[src/rtl/spi_reg_ctrl.sv]
// SPI register-access controller: turns a read/write command into a 3-byte frame
// for an SPI byte engine, collects the 3 echoed bytes and returns a one-cycle response.
module spi_reg_ctrl #(
    parameter int TIMEOUT_CYCLES = 1024
) (
    input  logic        clk,
    input  logic        rst,
    input  logic        cmd_valid,
    output logic        cmd_ready,
    input  logic        cmd_rw,
    input  logic [6:0]  cmd_addr,
    input  logic [15:0] cmd_wdata,
    output logic        rsp_valid,
    output logic [15:0] rsp_rdata,
    output logic        rsp_error,
    output logic [7:0]  spi_tx_data,
    output logic        spi_tx_valid,
    input  logic        spi_tx_ready,
    input  logic [7:0]  spi_rx_data,
    input  logic        spi_rx_valid
);
    localparam int WD_W = $clog2(TIMEOUT_CYCLES + 1);

    typedef enum logic [1:0] {IDLE, SEND, WAIT_RX, RESP} state_t;

    state_t          r_state;
    state_t          w_state_nxt;
    logic            r_rw;
    logic [6:0]      r_addr;
    logic [15:0]     r_wdata;
    logic [1:0]      r_tx_cnt;
    logic [1:0]      r_rx_cnt;
    logic [WD_W-1:0] r_wdog;
    logic [15:0]     r_rdata;
    logic            r_error;

    logic            w_accept;
    logic            w_busy;
    logic            w_tx_hs;
    logic            w_rx_stb;
    logic            w_progress;
    logic            w_timeout;
    logic [1:0]      w_rx_cnt_nxt;
    logic [WD_W-1:0] w_wdog_inc;

    function automatic logic [7:0] frame_byte(input logic rw, input logic [6:0] addr,
                                              input logic [15:0] wdata, input logic [1:0] idx);
        logic [7:0] b;
        case (idx)
            2'd0:    b = {rw, addr};
            2'd1:    b = rw ? 8'h00 : wdata[15:8];
            2'd2:    b = rw ? 8'h00 : wdata[7:0];
            default: b = 8'h00;
        endcase
        return b;
    endfunction

    assign w_accept     = (r_state == IDLE) && cmd_valid;
    assign w_busy       = (r_state == SEND) || (r_state == WAIT_RX);
    assign w_tx_hs      = (r_state == SEND) && spi_tx_ready;
    // A fourth strobe cannot occur in a well-formed frame; the count saturates at 3.
    assign w_rx_stb     = w_busy && spi_rx_valid && (r_rx_cnt != 2'd3);
    assign w_rx_cnt_nxt = r_rx_cnt + {1'b0, w_rx_stb};
    assign w_progress   = w_tx_hs || w_rx_stb;
    assign w_wdog_inc   = r_wdog + WD_W'(1);
    assign w_timeout    = w_busy && !w_progress && (w_wdog_inc == WD_W'(TIMEOUT_CYCLES));

    assign cmd_ready    = (r_state == IDLE);
    assign spi_tx_valid = (r_state == SEND);
    assign spi_tx_data  = (r_state == SEND) ? frame_byte(r_rw, r_addr, r_wdata, r_tx_cnt) : 8'h00;
    assign rsp_valid    = (r_state == RESP);
    assign rsp_rdata    = r_rdata;
    assign rsp_error    = r_error;

    always_comb begin
        w_state_nxt = r_state;
        case (r_state)
            IDLE:    if (cmd_valid) w_state_nxt = SEND;
            SEND: begin
                if (w_timeout)
                    w_state_nxt = RESP;
                else if (w_tx_hs && (r_tx_cnt == 2'd2))
                    w_state_nxt = (w_rx_cnt_nxt == 2'd3) ? RESP : WAIT_RX;
            end
            WAIT_RX: if (w_timeout || (w_rx_cnt_nxt == 2'd3)) w_state_nxt = RESP;
            RESP:    w_state_nxt = IDLE;
            default: w_state_nxt = IDLE;
        endcase
    end

    always_ff @(posedge clk or posedge rst) begin
        if (rst) begin
            r_state  <= IDLE;
            r_tx_cnt <= 2'd0;
            r_rx_cnt <= 2'd0;
            r_wdog   <= '0;
            r_rdata  <= 16'h0000;
            r_error  <= 1'b0;
        end else begin
            r_state <= w_state_nxt;
            if (w_accept) begin
                r_tx_cnt <= 2'd0;
                r_rx_cnt <= 2'd0;
                r_wdog   <= '0;
                r_error  <= 1'b0;
            end else begin
                if (w_tx_hs)
                    r_tx_cnt <= r_tx_cnt + 2'd1;
                r_rx_cnt <= w_rx_cnt_nxt;
                // rx byte0 is the turnaround byte and is discarded
                if (w_rx_stb) begin
                    case (r_rx_cnt)
                        2'd1:    r_rdata[15:8] <= spi_rx_data;
                        2'd2:    r_rdata[7:0]  <= spi_rx_data;
                        default: ;
                    endcase
                end
                r_wdog <= (!w_busy || w_progress) ? '0 : w_wdog_inc;
                if (w_busy && (w_state_nxt == RESP))
                    r_error <= w_timeout;
            end
        end
    end

    always_ff @(posedge clk) begin
        if (w_accept) begin
            r_rw    <= cmd_rw;
            r_addr  <= cmd_addr;
            r_wdata <= cmd_wdata;
        end
    end

endmodule

[config.mk]
export PLATFORM = sky130hd
export DESIGN_NAME = spi_reg_ctrl
export DESIGN_NICKNAME = d
export VERILOG_FILES = /design/src/rtl/spi_reg_ctrl.sv
export SDC_FILE = /design/constraint.sdc
export NUM_CORES = 1
export LEC_CHECK = 0
export ABC_CLOCK_PERIOD_IN_PS = 2650
export CAP_MARGIN = 20
export CORE_ASPECT_RATIO = 1.25
export CORE_MARGIN = 2
export CORE_UTILIZATION = 44
export DETAILED_ROUTE_END_ITERATION = 6
export HOLD_SLACK_MARGIN = 0.05
export PLACE_DENSITY = 0.76
export SYNTH_ARGS = -nofsm -noshare
export SYNTH_HDL_FRONTEND = slang
export SYNTH_SLANG_ARGS = --single-unit
export TNS_END_PERCENT = 1
[constraint.sdc]
create_clock -name clk -period 2.65 [get_ports clk]
set_clock_uncertainty 0.15 [all_clocks]
set_input_delay 0.53 -clock clk [delete_from_list [all_inputs] [get_ports clk]]
set_output_delay 0.53 -clock clk [all_outputs]
set_load 0.1 [all_outputs]
==> results.md, run 1 <==
- Final nets: 347
- Share of layout cells above drive strength 1: 33.2%
- Synth Flop Type: dfrtp_1
- Vert. Die Dim: between 90 and 100 µm
- Min Tclk post-route: 2.58 ns
- Mean Syn Cell Area: roughly 12 µm²
- Post-synth top area cell: dfrtp_1
- Clock slew at reported path FFs: approximately 0.06 ns
- Antenna diodes: 0
- Root buffer cell: clkbuf_8
- Rel. slew slack: 69.1%
- Ys Warns: 0
- Worst R2R Path Depth: 12
- Residual DRC: 0
- Row count: 31
- Routability cong.: a little under 0.8
- TritonCTS clock tree: yes
- Hold Vio Cnt, Final: 0
- Max-cap violations: 0
- CTS HTree Levels: 3
- Final setup violating endpoints: 0
- Synth unique cells: 41
- Minimum hold slack: around 0.36 ns
- Max Root-Sink Buffers: 2
- Antenna viol nets, final: 0
- Critical path arrival: around 1.9 ns
- Cells after DPL: about 350
- Min-delay src: rsp_rdata[3]$_DFFE_PP0P_
- Antenna violations before repair: 0
- Critical-path maximum fanout: 8
- Area Overhead vs Synth: 42.2%
- Mapped Area: ~2700 µm²
- Period utilisation layout: around 100%
- Synth async-reset ratio: 58.6%
- Synth cell count leaders: 34 x dfrtp_1, 30 x nor2_1, 24 x edfxtp_1
- Post-synth EDFFs: 24
- Crit path capture type: primary output
- Final Cell Area: ~3800 µm²
- Largest net degree at the start of global routing: 35
- CP startpoint kind: register
- Top cell type's share of synthesized area: 32.0%
- Hold Buf Count CTS: 0
- Non-filler cells, final: 370
- Final Max Slew Viols: 0
- Worst EP required: just under 2 ns
- IO Port Bufs: 64
- HP Class: register to register
- First-pass GRT wire length: between 8000 and 9000 µm
- RR Startpoint: r_state[1]$_DFF_PP0_
- Reg2reg end: rsp_error$_DFFE_PP0P_
- Vias in the first global route: roughly 2000
- GRT Total Usage: around 17%
- Core footprint: 5820 µm²
- Die footprint: 6680 µm²
- IO Pins: 65
- Yosys reg bits: 58
- Grt ovf: 0
- Seq/Total Area, Yosys: about three fifths
- Top-count cell post-synth: dfrtp_1
- Worst-skew pair later-pin latency: 0.33 ns
- Via density: about 5.2
- Fillers: around 450
- Net count after synthesis: about 260
- Clock sinks: 58
- Number of CTS-inserted buffers: 9
- Cell count after synthesis: roughly 220
- Routed WL per cell: approximately 15 µm
- Hold EP: rsp_rdata[3]$_DFFE_PP0P_
- Worst-Margin Slew: 0.462 ns
- Top cells by area, synth: dfrtp_1 32%, edfxtp_1 27%, mux2_2 6.8%
- R2R Setup Slk: ~0.22 ns
- Critical path type: register to primary output
- DRT Wirelength: approximately 5400 µm
- DP Area: about 3600 µm²
- Detailed Place HPWL: about 4000 µm
- Hold path depth: 1
- Detailed Route Iter0 Violations: 97
- RSZ-0062 raised after global routing: true
- Drt pass-1 iters: 4
- Chip Width: 73.5 µm
- Max frequency: between 0.3 and 0.4 GHz
- Starting Density: 45.7%
- Vias: between 1500 and 2000
- Status: finished clean
registers in the layout (all words and copies together), names as in the netlist:
register   flops
r_state        2
r_wdog        11
r_tx_cnt       2
rsp_rdata     16
rsp_error      1
r_wdata       16
r_addr         7
r_rx_cnt       2
r_rw           1
layout make-up:
| cell class | instances | area, µm² | share of cell area [%] |
|---|---|---|---|
| sequential | 58 | 1570 | 41.6 |
| clock buffer | 11 | 141 | 3.74 |
| timing repair buffer | 79 | 796 | 21.1 |
| tap | 66 | 82.6 | 2.19 |
| multi-input combinational | 143 | 1120 | 29.8 |
| inverter | 8 | 30.0 | 0.795 |
| clock inverter | 5 | 30.0 | 0.795 |
cells by family after synthesis:
group | Yosys count | synth area share (%)
AND/OR/NAND/NOR | 70 | 14.1
flip-flops | 58 | 59.2
AO/OA/AOI/OAI | 35 | 9.14
multiplexers | 17 | 7.16
buffers and inverters | 14 | 1.98
adder cells (fa/ha/maj) | 11 | 5.18
XOR/XNOR | 10 | 3.30
stage by stage:
| stage | utilization [%] | TNS [ns] | worst slack (ns) |
|---|---|---|---|
| final | 64.9 | 0 | 0.0748 |
| after global routing | 64.9 | -0.120 | -0.0272 |
| after CTS | 64.4 | 0 | 0.0162 |
| after detailed placement | 61.3 | -0.462 | -0.377 |
| after global placement | 61.3 | -0.311 | -0.301 |
| after floorplan | - | -3.83 | -0.129 |
metal layers:
metal | up-vias | share of wire (%) | global-route usage (%)
met5 | - | 0 | 0
met2 | 51 | 51 | 28.0
li1 | 932 | - | -
met1 | 922 | 43 | 20.9
met4 | 0 | 2.3 | 9.85
met3 | 12 | 3.8 | 3.46
what timing repair did:
action / in CTS / in global routing
pin swaps: 1 / 2
setup buffers: 0 / 1
gates resized for setup: 1 / 7
setup endpoints to repair: 1 / 9
placed cells by master, fill, tap and decap left out, types with 2 or more instances in the layout:
cell and count:
clkdlybuf4s50_1 36, nand3_1 7, ha_1 9, nand4b_1 2, buf_4 34, nor2b_1 2
nor2_4 8, xnor2_1 8, a21oi_1 13, a22oi_1 8, clkinvlp_4 2, a21oi_2 3
clkbuf_8 10, o21ai_0 3, edfxtp_1 24, nand2b_1 3, clkinv_2 3, or3_1 2
dfrtp_1 34, ha_2 2, nand4_1 2, inv_1 8, nor2_1 21, buf_12 9
nand2_1 8, and2_1 3, mux2_2 16
how the worst max path moves through the flow:
stage / startpoint / endpoint / slack (ns) / depth (start not counted)
global route: r_tx_cnt[1]$_DFFE_PP0P_ / spi_tx_data[4] / -0.03 / 7
detailed placement: spi_rx_valid / rsp_error$_DFFE_PP0P_ / -0.38 / 11
floorplan: r_state[1]$_DFF_PP0_ / spi_tx_data[0] / -0.13 / 5
CTS: spi_rx_valid / rsp_error$_DFFE_PP0P_ / 0.02 / 11
global placement: spi_rx_valid / rsp_error$_DFFE_PP0P_ / -0.30 / 11
finish: r_tx_cnt[0]$_DFFE_PP0P_ / spi_tx_data[0] / 0.07 / 8
worst max-delay path, stage by stage (launching register included):
cell     delay (ns)
dfrtp_1        0.37
inv_1          0.09
ha_1           0.22
buf_4          0.17
a22oi_1        0.17
nor2_1         0.06
a21oi_1        0.24
nor2_4         0.08
buf_12         0.17
Power of run 1 is left out: the tool's default activity adds up to more than one toggle a clock period on the data nets, which glitch-free logic cannot reach.
==> inputs of run 2 (changes only) <==
--- a/config.mk
+++ b/config.mk
@@ -5,14 +5,16 @@
 export SDC_FILE = /design/constraint.sdc
 export NUM_CORES = 1
 export LEC_CHECK = 0
+export ABC_AREA = 1
 export ABC_CLOCK_PERIOD_IN_PS = 2650
 export CAP_MARGIN = 20
 export CORE_ASPECT_RATIO = 1.25
 export CORE_MARGIN = 2
-export CORE_UTILIZATION = 44
+export CORE_UTILIZATION = 45
 export DETAILED_ROUTE_END_ITERATION = 6
+export GPL_TIMING_DRIVEN = 0
 export HOLD_SLACK_MARGIN = 0.05
-export PLACE_DENSITY = 0.76
+export PLACE_DENSITY = 0.77
 export SYNTH_ARGS = -nofsm -noshare
 export SYNTH_HDL_FRONTEND = slang
 export SYNTH_SLANG_ARGS = --single-unit
==> results.md, run 2 <==
- Status: finished clean (unchanged)
- Row count: 31 (unchanged)
- Final Cell Area: 3850 µm² (was 3780 µm²)
- Residual DRC: 0 (unchanged)
- Clock sinks: 58 (unchanged)
- Vert. Die Dim: 90.6 µm (was 90.9 µm)
- DP Area: 3580 µm² (was 3570 µm²)
- Post-synth top area cell: dfrtp_1 (unchanged)
- Yosys reg bits: 58 (unchanged)
- Post-synth EDFFs: 24 (unchanged)
- CP startpoint kind: register (unchanged)
- TritonCTS clock tree: yes (unchanged)
- Via density: 5.03 (was 5.18)
- Core footprint: 5780 µm² (was 5820 µm²)
- Max Root-Sink Buffers: 2 (unchanged)
- Pwr Total: between 4000 and 5000 µW
- Ys Warns: 0 (unchanged)
- Synth cell count leaders: 67 x nand2_1, 41 x inv_1, 34 x dfrtp_1 (was 34 x dfrtp_1, 30 x nor2_1, 24 x edfxtp_1)
- Crit path capture type: primary output (unchanged)
- Pre-CTS setup slack: -0.642 ns (was -0.377 ns)
- Die footprint: 6640 µm² (was 6680 µm²)
- IO Port Bufs: 64 (unchanged)
- Max-cap violations: 0 (unchanged)
- Cells after DPL: 423 (was 353)
- Detailed Route Iter0 Violations: 84 (was 97)
- Top-count cell post-synth: nand2_1 (was dfrtp_1)
- Share of layout cells above drive strength 1: 14.4% (was 33.2%)
- Min Tclk post-route: 2.60 ns (was 2.58 ns)
- Root buffer cell: clkbuf_8 (unchanged)
- DRT Wirelength: 5920 µm (was 5430 µm)
- Antenna diodes: 0 (unchanged)
- Area Overhead vs Synth: 42.5% (was 42.2%)
- WP buf/inv: 3 (unchanged)
- Seq/Total Area, Yosys: 58.2% (was 59.2%)
- Top delay family on crit path: buffers and inverters (unchanged)
- CP peak stage delay: 0.41 ns (was 0.37 ns)
- Antenna viol nets, final: 0 (unchanged)
- HP Class: register to register (unchanged)
- Synth async-reset ratio: 58.6% (unchanged)
- Max frequency: 0.384 GHz (was 0.388 GHz)
- Final nets: 419 (was 347)
- IO Pins: 65 (unchanged)
- Critical-path maximum fanout: 10 (was 8)
- Critical path cell sequence: inv_1 -> clkbuf_1 -> nand3_1 -> a31oi_4 -> buf_8 (was inv_1 -> ha_1 -> buf_4 -> a22oi_1 -> nor2_1 -> a21oi_1 -> nor2_4 -> buf_12)
- Synth unique cells: 23 (was 41)
- Cell count after synthesis: 292 (was 215)
- Starting Density: 46.7% (was 45.7%)
- Final worst slack: 0.0482 ns (was 0.0748 ns)
- PD cells: approximately 1200 nW/µm²
- Commonest non-fill, non-tap cells in the layout: 67 x nand2_1, 53 x clkdlybuf4s50_1, 38 x inv_1, 34 x dfrtp_1, 27 x nand3_1 (was 36 x clkdlybuf4s50_1, 34 x buf_4, 34 x dfrtp_1, 24 x edfxtp_1, 21 x nor2_1)
- First-pass GRT wire length: 9800 µm (was 8800 µm)
- Hold Buf Count CTS: 0 (unchanged)
- Vias: 2225 (was 1917)
- Rel. slew slack: 33.3% (was 69.1%)
- Period utilisation layout: 98.2% (was 97.2%)
- Worst-Margin Slew: 0.998 ns (was 0.462 ns)
- Worst EP required: 1.97 ns (about the same)
- Leakage: between 0.0015 and 0.002 µW
- Commonest non-fill, non-tap cell in the layout: nand2_1 (was clkdlybuf4s50_1)
- Antenna violations before repair: 0 (unchanged)
- Critical path arrival: 1.92 ns (was 1.90 ns)
- Critical path type: register to primary output (unchanged)
- Largest net degree at the start of global routing: 30 (was 35)
- Vias in the first global route: 2287 (was 1942)
- Worst-skew pair later-pin latency: 0.34 ns (was 0.33 ns)
- Mapped Area: 2700 µm² (was 2660 µm²)
- Non-filler cells, final: 442 (was 370)
- Hold Vio Cnt, Final: 0 (unchanged)
- Synth Flop Type: dfrtp_1 (unchanged)
- Grt ovf: 0 (unchanged)
- Chip Width: 73.3 µm (was 73.5 µm)
- RSZ-0062 raised after global routing: true (unchanged)
- Top cell type's share of synthesized area: 31.5% (was 32.0%)
- Detailed Place HPWL: 4390 µm (was 4040 µm)
- Clock slew at reported path FFs: 0.07 ns (was 0.06 ns)
- Final Max Slew Viols: 0 (unchanged)
- Routability cong.: 0.784 (was 0.789)
- Top cells by area, synth: dfrtp_1 32%, edfxtp_1 27%, nand2_1 9.3% (was dfrtp_1 32%, edfxtp_1 27%, mux2_2 6.8%)
- VDD IR-drop max: between 0.9 and 1 mV
- GRT Total Usage: 19.0% (was 17.3%)
- Slowest CP cell: edfxtp_1 (was dfrtp_1)
- Drt pass-1 iters: 4 (unchanged)
- Net count after synthesis: 340 (was 263)
- Final setup violating endpoints: 0 (unchanged)
- CTS HTree Levels: 3 (unchanged)
- Mean Syn Cell Area: 9.25 µm² (was 12.4 µm²)
- Number of CTS-inserted buffers: 9 (unchanged)
- Routed WL per cell: 13.4 µm (was 14.7 µm)
run 2: cell types whose count changed after synthesis, sizes merged, moves of 7 or more:
| cell | previous run | this run |
|---|---|---|
| nand2 | 8 | 69 |
| inv | 8 | 41 |
| nand3 | 8 | 28 |
| mux2 | 16 | 0 |
| o21ai | 3 | 19 |
| a22oi | 8 | 0 |
| a31oi | 0 | 7 |
| xnor2 | 8 | 1 |
run 2: cell type report:
cell class / instances / area (µm²)
fillers: 456 / 1930
flip-flops and latches: 58 / 1570
multi-input cells: 185 / 1070
repair buffers: 68 / 753
inverters: 41 / 161
clock buffers: 10 / 128
well taps: 66 / 82.6
plain buffers: 7 / 38.8
clock inverters: 6 / 33.8
repair inverters: 1 / 5.00
run 2: power breakdown:
part / internal (µW) / switching, µW / leakage, µW
Combinational: 695 / 1900 / 0.000861
Clock: 330 / 339 / 0.0000795
Sequential: 1170 / 124 / 0.000675
Total: 2200 / 2360 / 0.00162
run 2: worst paths after layout:
path | cells past startpoint | start | to | slack [ns]
min in group asynchronous | 2 | rst | r_wdog[8]$_DFF_PP0_ | 0.37
max in group asynchronous | 3 | rst | r_rx_cnt[1]$_DFF_PP0_ | 1.50
setup reg to reg | 14 | r_state[0]$_DFF_PP0_ | rsp_error$_DFFE_PP0P_ | 0.34
hold reg to reg | 2 | rsp_rdata[2]$_DFFE_PP0P_ | rsp_rdata[2]$_DFFE_PP0P_ | 0.34
hold / removal | 2 | rsp_rdata[2]$_DFFE_PP0P_ | rsp_rdata[2]$_DFFE_PP0P_ | 0.34
setup / recovery | 5 | r_rw$_DFFE_PP_ | spi_tx_data[5] | 0.05
run 2: layer usage:
| metal | vias to the layer above | share of wire [%] | track usage, % |
|---|---|---|---|
| li1 | 1116 | - | - |
| met1 | 1032 | 39 | 20.8 |
| met2 | 66 | 53 | 33.0 |
| met3 | 11 | 5.8 | 5.25 |
| met4 | 0 | 2.1 | 9.10 |
| met5 | - | 0 | 0 |
run 2: worst min-delay path: stages (launching register included):
cell,delay (ns)
dfrtp_1,0.34
nand2_1,0.06
o21ai_0,0.06
run 2: cell families (layout without fill, tap and decap cells):
family	after synthesis	after routing	synth area share (%)
AOI/OAI and AO/OA	39	39	7.74
and+or+nand+nor	134	134	21.5
DFF	58	58	58.2
adders and majority gates	11	11	5.10
buffers and inverters	49	133	7.09
xor gates and xnor gates	1	1	0.324
run 2: what timing repair did:
action | in CTS | in global routing
gates cloned | 0 | 1
gates resized for setup | 59 | 21
endpoints found under the setup margin | 27 | 24
setup buffers | 0 | 3
pin swaps | 1 | 0
run 2: through the flow:
step | utilization [%] | hold slack (ns) | TNS, ns
floorplan | - | 0.349 | -2.89
global placement | 61.5 | 0.320 | -12.58
detailed placement | 62.0 | 0.326 | -13.55
CTS | 64.6 | 0.342 | -1.33
global route | 66.6 | 0.367 | -0.377
finish | 66.6 | 0.338 | 0
No activity file was read; power rests on OpenSTA's default activity.
==> inputs of run 3 (changes only) <==
--- a/config.mk
+++ b/config.mk
@@ -15,6 +15,7 @@
 export GPL_TIMING_DRIVEN = 0
 export HOLD_SLACK_MARGIN = 0.05
 export PLACE_DENSITY = 0.77
+export SLEW_MARGIN = 20
 export SYNTH_ARGS = -nofsm -noshare
 export SYNTH_HDL_FRONTEND = slang
 export SYNTH_SLANG_ARGS = --single-unit
==> results.md, run 3 (same netlist as run 2, synthesis figures left out) <==
- DRT Wirelength: 5980 µm (was 5920 µm)
- Final nets: 415 (was 419)
- HP Class: register to register (unchanged)
- Largest net degree at the start of global routing: 35 (was 30)
- Row count: 31 (unchanged)
- Cells after DPL: 422 (was 423)
- Minimum hold slack: 0.340 ns (was 0.338 ns)
- RSZ-0062 raised after global routing: true (unchanged)
- Hold Vio Cnt, Final: 0 (unchanged)
- Critical path type: register to primary output (unchanged)
- Antenna viol nets, final: 0 (unchanged)
- Fillers: 464 (was 456)
- Hold EP: rsp_rdata[1]$_DFFE_PP0P_ (was rsp_rdata[2]$_DFFE_PP0P_)
- Chip Width: 73.3 µm (unchanged)
- Routability cong.: 0.784 (unchanged)
- Commonest non-fill, non-tap cells in the layout: 67 x nand2_1, 53 x clkdlybuf4s50_1, 37 x inv_1, 34 x dfrtp_1, 27 x nand3_1 (was 67 x nand2_1, 53 x clkdlybuf4s50_1, 38 x inv_1, 34 x dfrtp_1, 27 x nand3_1)
- Final Cell Area: 3810 µm² (was 3850 µm²)
- Hold Buf Count CTS: 0 (unchanged)
- Share of layout cells above drive strength 1: 13.7% (was 14.4%)
- Min Tclk post-route: 2.59 ns (was 2.60 ns)
- Vert. Die Dim: 90.6 µm (unchanged)
- Non-filler cells, final: 438 (was 442)
- Reg2reg end: rsp_error$_DFFE_PP0P_ (unchanged)
- Final Max Slew Viols: 0 (unchanged)
- Slowest CP cell: edfxtp_1 (unchanged)
- Pwr Total: 4560 µW (about the same)
- Max Root-Sink Buffers: 2 (unchanged)
- Root buffer cell: clkbuf_8 (unchanged)
- Area Overhead vs Synth: 41.0% (was 42.5%)
- Hold path depth: 2 (unchanged)
- Worst R2R Path Depth: 14 (unchanged)
- Crit path capture type: primary output (unchanged)
- Detailed Place HPWL: 4310 µm (was 4390 µm)
- Vias: 2218 (was 2225)
- Number of CTS-inserted buffers: 9 (unchanged)
- Worst-skew pair later-pin latency: 0.33 ns (was 0.34 ns)
- WP buf/inv: 3 (unchanged)
- Reg area: 1570 µm² (unchanged)
- Critical path cell sequence: inv_1 -> clkbuf_1 -> nand3_1 -> a31oi_4 -> buf_12 (was inv_1 -> clkbuf_1 -> nand3_1 -> a31oi_4 -> buf_8)
- Vias in the first global route: 2250 (was 2287)
- R2R Setup Slk: 0.33 ns (was 0.34 ns)
- First-pass GRT wire length: 9830 µm (was 9800 µm)
- Worst EP required: 1.97 ns (about the same)
- Leakage: 0.00159 µW (was 0.00162 µW)
- Max frequency: 0.386 GHz (was 0.384 GHz)
- Antenna violations before repair: 0 (unchanged)
- Routed WL per cell: 13.7 µm (was 13.4 µm)
- Status: finished clean (unchanged)
- Final setup violating endpoints: 0 (unchanged)
- Via density: 5.06 (was 5.03)
- Grt ovf: 0 (unchanged)
- Rel. slew slack: 33.9% (was 33.3%)
- Antenna diodes: 0 (unchanged)
- TritonCTS clock tree: yes (unchanged)
- Commonest non-fill, non-tap cell in the layout: nand2_1 (unchanged)
- Die footprint: 6640 µm² (unchanged)
- Pre-CTS setup slack: -0.644 ns (was -0.642 ns)
- Max-cap violations: 0 (unchanged)
- DP Area: 3550 µm² (was 3580 µm²)
- CTS HTree Levels: 3 (unchanged)
- CP peak stage delay: 0.41 ns (about the same)
- Clock sinks: 58 (unchanged)
- Final worst slack: 0.0570 ns (was 0.0482 ns)
- Starting Density: 46.7% (unchanged)
- IO Pins: 65 (unchanged)
- CP startpoint kind: register (unchanged)
- Period utilisation layout: 97.8% (was 98.2%)
- GRT Total Usage: 19.1% (was 19.0%)
- Core footprint: 5780 µm² (unchanged)
- Critical-path maximum fanout: 10 (unchanged)
- PD cells: 1200 nW/µm² (was 1190 nW/µm²)
- IO Port Bufs: 64 (unchanged)
- RR Startpoint: r_state[0]$_DFF_PP0_ (unchanged)
- Residual DRC: 0 (unchanged)
- Detailed Route Iter0 Violations: 94 (was 84)
- Drt pass-1 iters: 4 (unchanged)
- Worst-Margin Slew: 0.989 ns (was 0.998 ns)
- VDD IR-drop max: 0.893 mV (was 0.993 mV)
- Min-delay src: rsp_rdata[1]$_DFFE_PP0P_ (was rsp_rdata[2]$_DFFE_PP0P_)
- Critical path arrival: 1.91 ns (was 1.92 ns)
- Top delay family on crit path: buffers and inverters (unchanged)
- Multi-input logic area: 1080 µm² (was 1070 µm²)
- Clock slew at reported path FFs: 0.06 ns (was 0.07 ns)
run 3: cell types whose count changed in the layout (fill, tap and decap cells not counted):
| cell | change |
|---|---|
| inv_2 | +1 |
| buf_4 | -1 |
| nor2_2 | -1 |
| clkbuf_2 | -2 |
| buf_16 | -1 |
| nor2_4 | +1 |
| inv_1 | -1 |
run 3: how the worst max path moves through the flow:
stage / cells after the start / start / slack [ns] / end
floorplan: 9 / r_state[1]$_DFF_PP0_ / -0.19 / rsp_rdata[0]$_DFFE_PP0P_
global placement: 7 / r_state[1]$_DFF_PP0_ / -0.66 / spi_tx_data[3]
detailed placement: 7 / r_state[1]$_DFF_PP0_ / -0.64 / spi_tx_data[3]
CTS: 7 / r_state[1]$_DFF_PP0_ / -0.16 / spi_tx_data[3]
global route: 5 / r_rw$_DFFE_PP_ / -0.08 / spi_tx_data[4]
finish: 5 / r_rw$_DFFE_PP_ / 0.06 / spi_tx_data[4]
run 3: power breakdown:
group,total [µW],internal [µW],switching [µW]
logic,2590,687,1900
clock network,670,330,340
registers,1300,1170,125
total,4560,2190,2370
run 3: tightest hold or removal path, delay by kind of cell, from the launching register on:
kind | cells | cell delay [ns]
flops | 1 | 0.34
compound gates | 1 | 0.06
simple gates | 1 | 0.05
run 3: layer usage:
metal	share of wire (%)	vias to the layer above	global-route usage, %
li1	-	1107	-
met1	40	1039	21.6
met2	54	62	33.2
met3	5.2	10	5.25
met4	1.6	0	7.25
met5	0	-	0
run 3: repair_timing:
action | in CTS | in global routing
pin swaps | 1 | 0
resized for setup | 57 | 22
setup buffers | 0 | 2
cloned | 0 | 1
endpoints found under the setup margin | 27 | 25
run 3: final cells by class:
type,instances,share of cell area (%)
clock inverter,6,0.887
inverter,41,4.24
timing repair inverter,1,0.131
clock buffer,10,3.35
sequential,58,41.3
timing repair buffer,66,18.9
tap,66,2.17
multi-input combinational,185,28.3
buffer,5,0.756
run 3: metrics by stage:
stage | utilization (%) | setup TNS, ns
4_1_cts | 64.1 | -1.22
5_1_grt | 65.9 | -0.172
2_1_floorplan | - | -2.89
6_report | 65.9 | 0
3_3_place_gp | 61.5 | -12.58
3_5_place_dp | 61.5 | -13.17
